**config.mk**
```make
export PLATFORM = sky130hd
export DESIGN_NAME = apb_bridge_mp_flat
export DESIGN_NICKNAME = d
export VERILOG_FILES = /design/src/rtl/apb_bridge_mp_pkg.sv /design/src/rtl/apb_bridge_mp_if.sv /design/src/rtl/apb_bridge_mp_tick.sv /design/src/rtl/apb_bridge_mp.sv /design/src/flat_wrapper.sv
export SDC_FILE = /design/constraint.sdc
export NUM_CORES = 1
export LEC_CHECK = 0
export CORE_MARGIN = 10
export CORE_UTILIZATION = 33
export DETAILED_ROUTE_END_ITERATION = 10
export HOLD_SLACK_MARGIN = 0.12
export PLACE_DENSITY = 0.77
export SYNTH_ARGS = -nofsm -noshare
export SYNTH_HDL_FRONTEND = slang
export SYNTH_SLANG_ARGS = --single-unit
export TNS_END_PERCENT = 1
```
**constraint.sdc**
```tcl
create_clock -name HCLK -period 1.9 [get_ports HCLK]
set_input_delay 0.475 -clock HCLK [delete_from_list [all_inputs] [get_ports HCLK]]
set_output_delay 0.475 -clock HCLK [all_outputs]
set_load 0.005 [all_outputs]
```
**src/rtl/apb_bridge_mp_pkg.sv**
```systemverilog
// Shared types and helpers for the parametrised AHB-to-APB bridge.
package apb_bridge_pkg;

  // Bridge transfer state: idle, APB setup phase, APB access phase, response cycle.
  typedef enum logic [1:0] {
    IDLE   = 2'd0,
    SETUP  = 2'd1,
    ACCESS = 2'd2,
    DONE   = 2'd3
  } state_t;

  localparam logic RESP_OKAY  = 1'b0;
  localparam logic RESP_ERROR = 1'b1;

  // Width of the slave-index field; a single slave still needs one bit.
  function automatic int sel_width(input int nslv);
    return (nslv <= 1) ? 1 : $clog2(nslv);
  endfunction

endpackage

```
**src/rtl/apb_bridge_mp_if.sv**
```systemverilog
// Bus bundle for the bridge: simple AHB-side master port and the APB slave fan-out.
interface apb_bridge_mp_if #(
  parameter int DATA_W = 32,
  parameter int ADDR_W = 32,
  parameter int NSLV   = 4
);
  logic                     Hen;
  logic                     Hwrite;
  logic [ADDR_W-1:0]        Haddr;
  logic [DATA_W-1:0]        Hwdata;
  logic                     Hready;
  logic [DATA_W-1:0]        Hrdata;
  logic                     Hresp;

  logic [ADDR_W-1:0]        Paddr;
  logic [NSLV-1:0]          Psel;
  logic                     Pen;
  logic                     Pwrite;
  logic [DATA_W-1:0]        Pwdata;
  logic [NSLV*DATA_W-1:0]   Prdata;
  logic [NSLV-1:0]          Pready;
  logic [NSLV-1:0]          Pslverr;

  modport ahb_master (output Hen, Hwrite, Haddr, Hwdata, input Hready, Hrdata, Hresp);
  modport ahb_slave  (input Hen, Hwrite, Haddr, Hwdata, output Hready, Hrdata, Hresp);
  modport apb_master (output Paddr, Psel, Pen, Pwrite, Pwdata, input Prdata, Pready, Pslverr);
  modport apb_slave  (input Paddr, Psel, Pen, Pwrite, Pwdata, output Prdata, Pready, Pslverr);
endinterface

```
**src/rtl/apb_bridge_mp_tick.sv**
```systemverilog
// APB phase-rate enable: one tick every PCLK_DIV clocks, restartable so a new
// transfer always gets full-length phases.
module apb_tick_gen #(
  parameter int PCLK_DIV = 2
) (
  input  logic clk,
  input  logic rst_n,
  input  logic clr,
  output logic tick
);
  localparam int CNT_W = (PCLK_DIV <= 1) ? 1 : $clog2(PCLK_DIV);

  logic [CNT_W-1:0] cnt_reg, cnt_next;

  assign tick = (cnt_reg == CNT_W'(PCLK_DIV - 1));

  // Wrap at the tick, restart from zero on clear.
  always_comb begin
    cnt_next = cnt_reg + CNT_W'(1);
    if (clr || tick) cnt_next = '0;
  end

  // Counter register.
  always_ff @(posedge clk or negedge rst_n) begin
    if (!rst_n) cnt_reg <= '0;
    else        cnt_reg <= cnt_next;
  end
endmodule

```
**src/rtl/apb_bridge_mp.sv**
```systemverilog
// Parametrised AHB-to-APB bridge: address decode to NSLV slaves, APB wait
// states, slave error, access timeout and integrated APB phase-rate enable.
module apb_bridge_mp
  import apb_bridge_pkg::*;
#(
  parameter int DATA_W   = 32,
  parameter int ADDR_W   = 32,
  parameter int NSLV     = 4,
  parameter int SEL_LSB  = 28,
  parameter int PCLK_DIV = 2,
  parameter int TMO      = 15
) (
  input logic                HCLK,
  input logic                Hrst_n,
  apb_bridge_mp_if.ahb_slave  ahb,
  apb_bridge_mp_if.apb_master apb
);
  localparam int SEL_W = sel_width(NSLV);
  localparam int TMO_W = $clog2(TMO + 1);
  localparam logic [SEL_W:0] NSLV_L = (SEL_W + 1)'(NSLV);

  state_t              state_reg, state_next;
  logic [SEL_W-1:0]    idx_reg, idx_next;
  logic [ADDR_W-1:0]   paddr_reg, paddr_next;
  logic                pwrite_reg, pwrite_next;
  logic [DATA_W-1:0]   pwdata_reg, pwdata_next;
  logic [DATA_W-1:0]   hrdata_reg, hrdata_next;
  logic                hresp_reg, hresp_next;
  logic [TMO_W-1:0]    tmo_reg, tmo_next;

  logic                tick, accept, req_valid;
  logic [SEL_W-1:0]    req_idx;
  logic [DATA_W-1:0]   sel_rdata;
  logic                sel_ready, sel_err;

  assign ahb.Hready = (state_reg == IDLE) || (state_reg == DONE);
  assign ahb.Hrdata = hrdata_reg;
  assign ahb.Hresp  = hresp_reg;
  assign apb.Paddr  = paddr_reg;
  assign apb.Pwrite = pwrite_reg;
  assign apb.Pwdata = pwdata_reg;
  assign apb.Pen    = (state_reg == ACCESS);

  assign accept    = ahb.Hen && ahb.Hready;
  assign req_idx   = ahb.Haddr[SEL_LSB +: SEL_W];
  assign req_valid = ({1'b0, req_idx} < NSLV_L);

  apb_tick_gen #(.PCLK_DIV(PCLK_DIV)) u_tick (
    .clk   (HCLK),
    .rst_n (Hrst_n),
    .clr   (accept),
    .tick  (tick)
  );

  // idx_reg only holds an in-range index while SETUP/ACCESS, so an
  // out-of-range request can never raise a select.
  for (genvar gi = 0; gi < NSLV; gi++) begin : g_psel
    assign apb.Psel[gi] = ((state_reg == SETUP) || (state_reg == ACCESS)) &&
                          (idx_reg == SEL_W'(gi));
  end

  // Pick ready/error/read data of the selected slave; others are ignored.
  always_comb begin
    sel_rdata = '0;
    sel_ready = 1'b0;
    sel_err   = 1'b0;
    for (int i = 0; i < NSLV; i++) begin
      if (idx_reg == SEL_W'(i)) begin
        sel_rdata = apb.Prdata[i*DATA_W +: DATA_W];
        sel_ready = apb.Pready[i];
        sel_err   = apb.Pslverr[i];
      end
    end
  end

  // Next-state and response logic; response regs are nonzero only in DONE.
  always_comb begin
    state_next  = state_reg;
    idx_next    = idx_reg;
    paddr_next  = paddr_reg;
    pwrite_next = pwrite_reg;
    pwdata_next = pwdata_reg;
    hrdata_next = '0;
    hresp_next  = RESP_OKAY;
    tmo_next    = tmo_reg;
    unique case (state_reg)
      IDLE, DONE: begin
        state_next = IDLE;
        if (ahb.Hen) begin
          idx_next    = req_idx;
          paddr_next  = ahb.Haddr;
          pwrite_next = ahb.Hwrite;
          pwdata_next = ahb.Hwdata;
          tmo_next    = '0;
          if (req_valid) begin
            state_next = SETUP;
          end else begin
            state_next = DONE;
            hresp_next = RESP_ERROR;
          end
        end
      end
      SETUP: begin
        if (tick) state_next = ACCESS;
      end
      ACCESS: begin
        if (tick) begin
          if (sel_ready) begin
            state_next  = DONE;
            hresp_next  = sel_err;
            hrdata_next = pwrite_reg ? '0 : sel_rdata;
          end else if (tmo_reg == TMO_W'(TMO - 1)) begin
            state_next = DONE;
            hresp_next = RESP_ERROR;
          end else begin
            tmo_next = tmo_reg + TMO_W'(1);
          end
        end
      end
      default: state_next = IDLE;
    endcase
  end

  // State, latched request and response registers.
  always_ff @(posedge HCLK or negedge Hrst_n) begin
    if (!Hrst_n) begin
      state_reg  <= IDLE;
      idx_reg    <= '0;
      paddr_reg  <= '0;
      pwrite_reg <= 1'b0;
      pwdata_reg <= '0;
      hrdata_reg <= '0;
      hresp_reg  <= RESP_OKAY;
      tmo_reg    <= '0;
    end else begin
      state_reg  <= state_next;
      idx_reg    <= idx_next;
      paddr_reg  <= paddr_next;
      pwrite_reg <= pwrite_next;
      pwdata_reg <= pwdata_next;
      hrdata_reg <= hrdata_next;
      hresp_reg  <= hresp_next;
      tmo_reg    <= tmo_next;
    end
  end
endmodule

```
**src/flat_wrapper.sv**
```systemverilog
// flat-port wrapper written by rule: the top's interface ports become plain ports
module apb_bridge_mp_flat import apb_bridge_pkg::*;
#(
  parameter int DATA_W   = 32,
  parameter int ADDR_W   = 32,
  parameter int NSLV     = 4,
  parameter int SEL_LSB  = 28,
  parameter int PCLK_DIV = 2,
  parameter int TMO      = 15
)
  (HCLK, Hrst_n, ahb_Hen, ahb_Hwrite, ahb_Haddr, ahb_Hwdata, ahb_Hready, ahb_Hrdata, ahb_Hresp, apb_Paddr, apb_Psel, apb_Pen, apb_Pwrite, apb_Pwdata, apb_Prdata, apb_Pready, apb_Pslverr);
  apb_bridge_mp_if #(.DATA_W(DATA_W), .ADDR_W(ADDR_W), .NSLV(NSLV)) ahb_i ();
  apb_bridge_mp_if #(.DATA_W(DATA_W), .ADDR_W(ADDR_W), .NSLV(NSLV)) apb_i ();
  input logic HCLK;
  input logic Hrst_n;
  input wire logic [$bits(ahb_i.Hen)-1:0] ahb_Hen;
  input wire logic [$bits(ahb_i.Hwrite)-1:0] ahb_Hwrite;
  input wire logic [$bits(ahb_i.Haddr)-1:0] ahb_Haddr;
  input wire logic [$bits(ahb_i.Hwdata)-1:0] ahb_Hwdata;
  output wire logic [$bits(ahb_i.Hready)-1:0] ahb_Hready;
  output wire logic [$bits(ahb_i.Hrdata)-1:0] ahb_Hrdata;
  output wire logic [$bits(ahb_i.Hresp)-1:0] ahb_Hresp;
  output wire logic [$bits(apb_i.Paddr)-1:0] apb_Paddr;
  output wire logic [$bits(apb_i.Psel)-1:0] apb_Psel;
  output wire logic [$bits(apb_i.Pen)-1:0] apb_Pen;
  output wire logic [$bits(apb_i.Pwrite)-1:0] apb_Pwrite;
  output wire logic [$bits(apb_i.Pwdata)-1:0] apb_Pwdata;
  input wire logic [$bits(apb_i.Prdata)-1:0] apb_Prdata;
  input wire logic [$bits(apb_i.Pready)-1:0] apb_Pready;
  input wire logic [$bits(apb_i.Pslverr)-1:0] apb_Pslverr;
  assign ahb_i.Hen = ahb_Hen;
  assign ahb_i.Hwrite = ahb_Hwrite;
  assign ahb_i.Haddr = ahb_Haddr;
  assign ahb_i.Hwdata = ahb_Hwdata;
  assign ahb_Hready = ahb_i.Hready;
  assign ahb_Hrdata = ahb_i.Hrdata;
  assign ahb_Hresp = ahb_i.Hresp;
  assign apb_Paddr = apb_i.Paddr;
  assign apb_Psel = apb_i.Psel;
  assign apb_Pen = apb_i.Pen;
  assign apb_Pwrite = apb_i.Pwrite;
  assign apb_Pwdata = apb_i.Pwdata;
  assign apb_i.Prdata = apb_Prdata;
  assign apb_i.Pready = apb_Pready;
  assign apb_i.Pslverr = apb_Pslverr;
  apb_bridge_mp #(.DATA_W(DATA_W), .ADDR_W(ADDR_W), .NSLV(NSLV), .SEL_LSB(SEL_LSB), .PCLK_DIV(PCLK_DIV), .TMO(TMO)) u_core (.HCLK(HCLK), .Hrst_n(Hrst_n), .ahb(ahb_i), .apb(apb_i));
endmodule
```
==> summary.txt <==
Outcome
  – Outcome: finished, violations left
  – Violated checks: setup timing

Clocking
  – H-tree level count: 3
  – Sink count of the clock tree: 105
  – Clock latency on the worst-skew pair: approximately 0.35 ns
  – Clock-pin slew reported for the worst setup and hold paths after clock tree synthesis: 0.06 ns
  – Total clock buffers created by CTS: 9
  – Clock tree from TritonCTS: done
  – Maximum clock insertion buffer count: 2
  – CTS root buffer: sky130_fd_sc_hd__clkbuf_16
  – Number of setup buffers added after CTS: 0

Global route
  – All-Layer GR Usage: roughly 17%
  – Pin count of the biggest net entering global routing: between 50 and 60
  – Number of global-route vias before repair: ~4,500
  – Number of antenna violations at the first check in global routing: 0
  – Grt ovf: 0
  – Global-route wire length before repair: ~26 mm

Floorplanning
  – Die height: around 140 um
  – Site Rows: 43
  – Chip width: between 100 and 150 um
  – Die Footprint: a little under 20,000 um2
  – Initial core utilization: roughly a third
  – Total I/O pin count: between 300 and 400
  – Standard cell core area: between 10,000 and 15,000 um2

Power and ir drop
  – Pleak: around 3.5 nW
  – Clock share of power: approximately 17%
  – Pwr dens: 1360 nW/um2
  – Proportion of power drawn by combinational gates: roughly 51%
  – Sw Pwr: 3.35 mW
  – Worst voltage drop across the vdd grid: around 0.76 mV
  – Internal Power: around 8.2 mW
  – Part of the power in registers: 31.2%
  – Net switching share of the total power: between 20% and 30%

Finish
  – Number of nets in the finished design: ~830
  – Final core area utilization: around three fifths
  – Ant. Diodes: 0
  – Layout Cell Area excl Fill: approximately 8500 um2
  – Multi-input gate area in the final layout: 2050 um2
  – Fill cell count: between 1,000 and 1,500
  – Sequential cell area: 2630 um2
  – Layout cell share with drive strength beyond 1: 23.3%
  – Synth-to-Final Area Change: 79.5%

Yosys
  – Total standard cell area after synthesis: 4750 um2
  – Number of distinct library cell variants in the gate-level netlist after synthesis: 28
  – Post-synthesis cell count: 310
  – Library cell with the highest instance count after synthesis: sky130_fd_sc_hd__dfrtp_1
  – Post-synthesis sequential element count: between 100 and 150
  – Number of warnings issued by yosys: 0
  – Count of flip-flops with a built-in enable after synthesis: 0
  – Commonest cells post-synth: 105 x sky130_fd_sc_hd__dfrtp_1, 65 x sky130_fd_sc_hd__mux2_2, 34 x sky130_fd_sc_hd__mux4_2, 33 x sky130_fd_sc_hd__nor2b_1, 8 x sky130_fd_sc_hd__nand2_1
  – Most area-consuming cells after synthesis: sky130_fd_sc_hd__dfrtp_1 55%, sky130_fd_sc_hd__mux4_2 16%, sky130_fd_sc_hd__mux2_2 15%
  – Sequential element share of the synthesized area: a little under three fifths
  – Average footprint of a synthesized cell: around 15 um2
  – Synth area leader: sky130_fd_sc_hd__dfrtp_1
  – Dominant synthesized flop cell: sky130_fd_sc_hd__dfrtp_1
  – Share of Yosys cell area claimed by the top area cell type: 55.3%
  – Syn Nets: 518
  – Proportion of register bits with asynchronous set or reset after synthesis: 100%

Setup path
  – Element type at the critical path start: register
  – Library cell contributing the largest single delay on the critical path: sky130_fd_sc_hd__dfrtp_1
  – Buffers and inverters on the worst path: 1
  – Crit-path cells: ha_4 > nor3_1 > clkdlybuf4s15_2
  – Worst setup EP type: primary output
  – Kind of cell with the highest combined delay on the critical path: flip-flops
  – CP max FO: 7
  – Critical path start-end classification: reg -> out
  – Critical path arrival: around 1.5 ns
  – Maximum single-stage delay on the critical path: approximately 0.42 ns
  – Endpoint required time on the critical path: between 1 and 1.5 ns

Drt
  – Per-cell via count in the routed design: roughly 4.8
  – Number of optimization iterations in the first detailed-route pass: 4
  – Post-DRT Antenna Nets: 0
  – Post-route DRC violation count: 0
  – M1 wire length: roughly 5.7 mm
  – Starting DRT DRC Count: 100
  – Met3 wire length: about 1.9 mm
  – Via count: approximately 3,900
  – Routed met2 length: between 9 and 10 mm
  – Wire length reported by the detailed router: around 17 mm
  – Detailed-route wire length per cell: around 21 um
  – Highest signal layer in the routed design: met4

Timing
  – Worst-case setup margin in the final layout: -0.0564 ns
  – RSZ-0062 raised after global routing: yes
  – WHS: 0.504 ns
  – Worst clock skew: 0.00494 ns
  – Number of slew-limit violations in the final report: 0
  – Time the final worst path needs with I/O delays and setup: between 1.5 and 2 ns
  – Post-route clock period utilization: 103%
  – Setup TNS Final: -0.0564 ns
  – Setup violation total in the final timing report: 1
  – Hold violation count in the final report: 0
  – FMAX: 511 MHz
  – Worst slew margin relative to its limit: 77.6%
  – Transition time of the tightest slew-check pin: 0.336 ns

Placement
  – HPWL reported at the end of detailed placement: ~14 mm
  – IO buf count: roughly 300
  – Post-Place Cell Area: ~8100 um2
  – DP Worst Slack: -0.275 ns
  – Placer's final routability congestion estimate: 0.819

Worst hold path
  – Classification of the worst-slack hold path: reg -> reg

Flow run
  – Number of maximum-capacitance constraint violations: 0
==> area by class of cell <==
cell class / count / area share [%]
repair buffers: 325 / 38.5
flip-flops and latches: 105 / 30.8
multi-input cells: 179 / 24.0
clock buffers: 12 / 3.01
well taps: 180 / 2.64
clock inverters: 4 / 0.880
inverters: 5 / 0.220
==> routing by layer <==
layer | vias to the layer above | global-route usage [%]
li1 | 1761 | -
met1 | 1882 | 16.4
met2 | 195 | 31.7
met3 | 17 | 8.08
met4 | 0 | 6.03
met5 | - | 0
==> power by group through the flow <==
stage	clock, mW	combinational (mW)	sequential [mW]
floorplan	0	2.89	3.60
global placement	0	5.83	3.59
detailed placement	0	5.96	3.65
CTS	2.09	6.07	3.63
global route	2.19	6.42	3.74
finish	2.02	5.96	3.62
==> final timing paths <==
kind / startpoint / to / slack (ns) / depth (start not counted)
max: u_core.state_reg[1] / apb_Psel[0] / -0.06 / 3
min: u_core.apb.Pwdata[17] / u_core.apb.Pwdata[17] / 0.50 / 1
max reg2reg: u_core.apb.Paddr[28] / u_core.state_reg[1] / 0.08 / 4
min reg2reg: u_core.apb.Pwdata[17] / u_core.apb.Pwdata[17] / 0.50 / 1
max in group asynchronous: Hrst_n / u_core.apb.Pwdata[3] / 0.83 / 3
min in group asynchronous: Hrst_n / u_core.apb.Paddr[8] / 0.53 / 2
==> per-stage QoR <==
stage               std cells  power, mW
global route              810       12.3
CTS                       810       11.8
detailed placement        792       9.61
floorplan                 310       6.49
global placement          792       9.42
finish                    810       11.6
==> cell usage in the layout (no fill, tap or decap), types with 5 or more instances in the layout <==
| cell type | n |
|---|---|
| sky130_fd_sc_hd__mux2_2 | 65 |
| sky130_fd_sc_hd__buf_12 | 5 |
| sky130_fd_sc_hd__clkdlybuf4s50_1 | 298 |
| sky130_fd_sc_hd__nor2_1 | 5 |
| sky130_fd_sc_hd__clkbuf_16 | 9 |
| sky130_fd_sc_hd__buf_4 | 12 |
| sky130_fd_sc_hd__mux4_2 | 34 |
| sky130_fd_sc_hd__nand2_1 | 7 |
| sky130_fd_sc_hd__nor2b_1 | 33 |
| sky130_fd_sc_hd__dfrtp_1 | 103 |
==> timing repair <==
item,in CTS,in global routing
endpoints found under the hold margin,11,0
gates resized for setup,17,10
pin swaps,0,3
cloned,1,0
hold buffers,1,0
setup endpoints to repair,10,9
==> kinds of logic (layout without fill, tap and decap cells) <==
family,Yosys count,count (layout),share of synthesized area [%]
simple gates,59,59,7.11
mux,102,102,32.1
buf+inv,26,346,2.47
flops,105,105,55.3
compound gates,14,14,1.95
fa+ha+maj,4,4,1.05
Note: power is estimated with default switching activity, not from simulation.
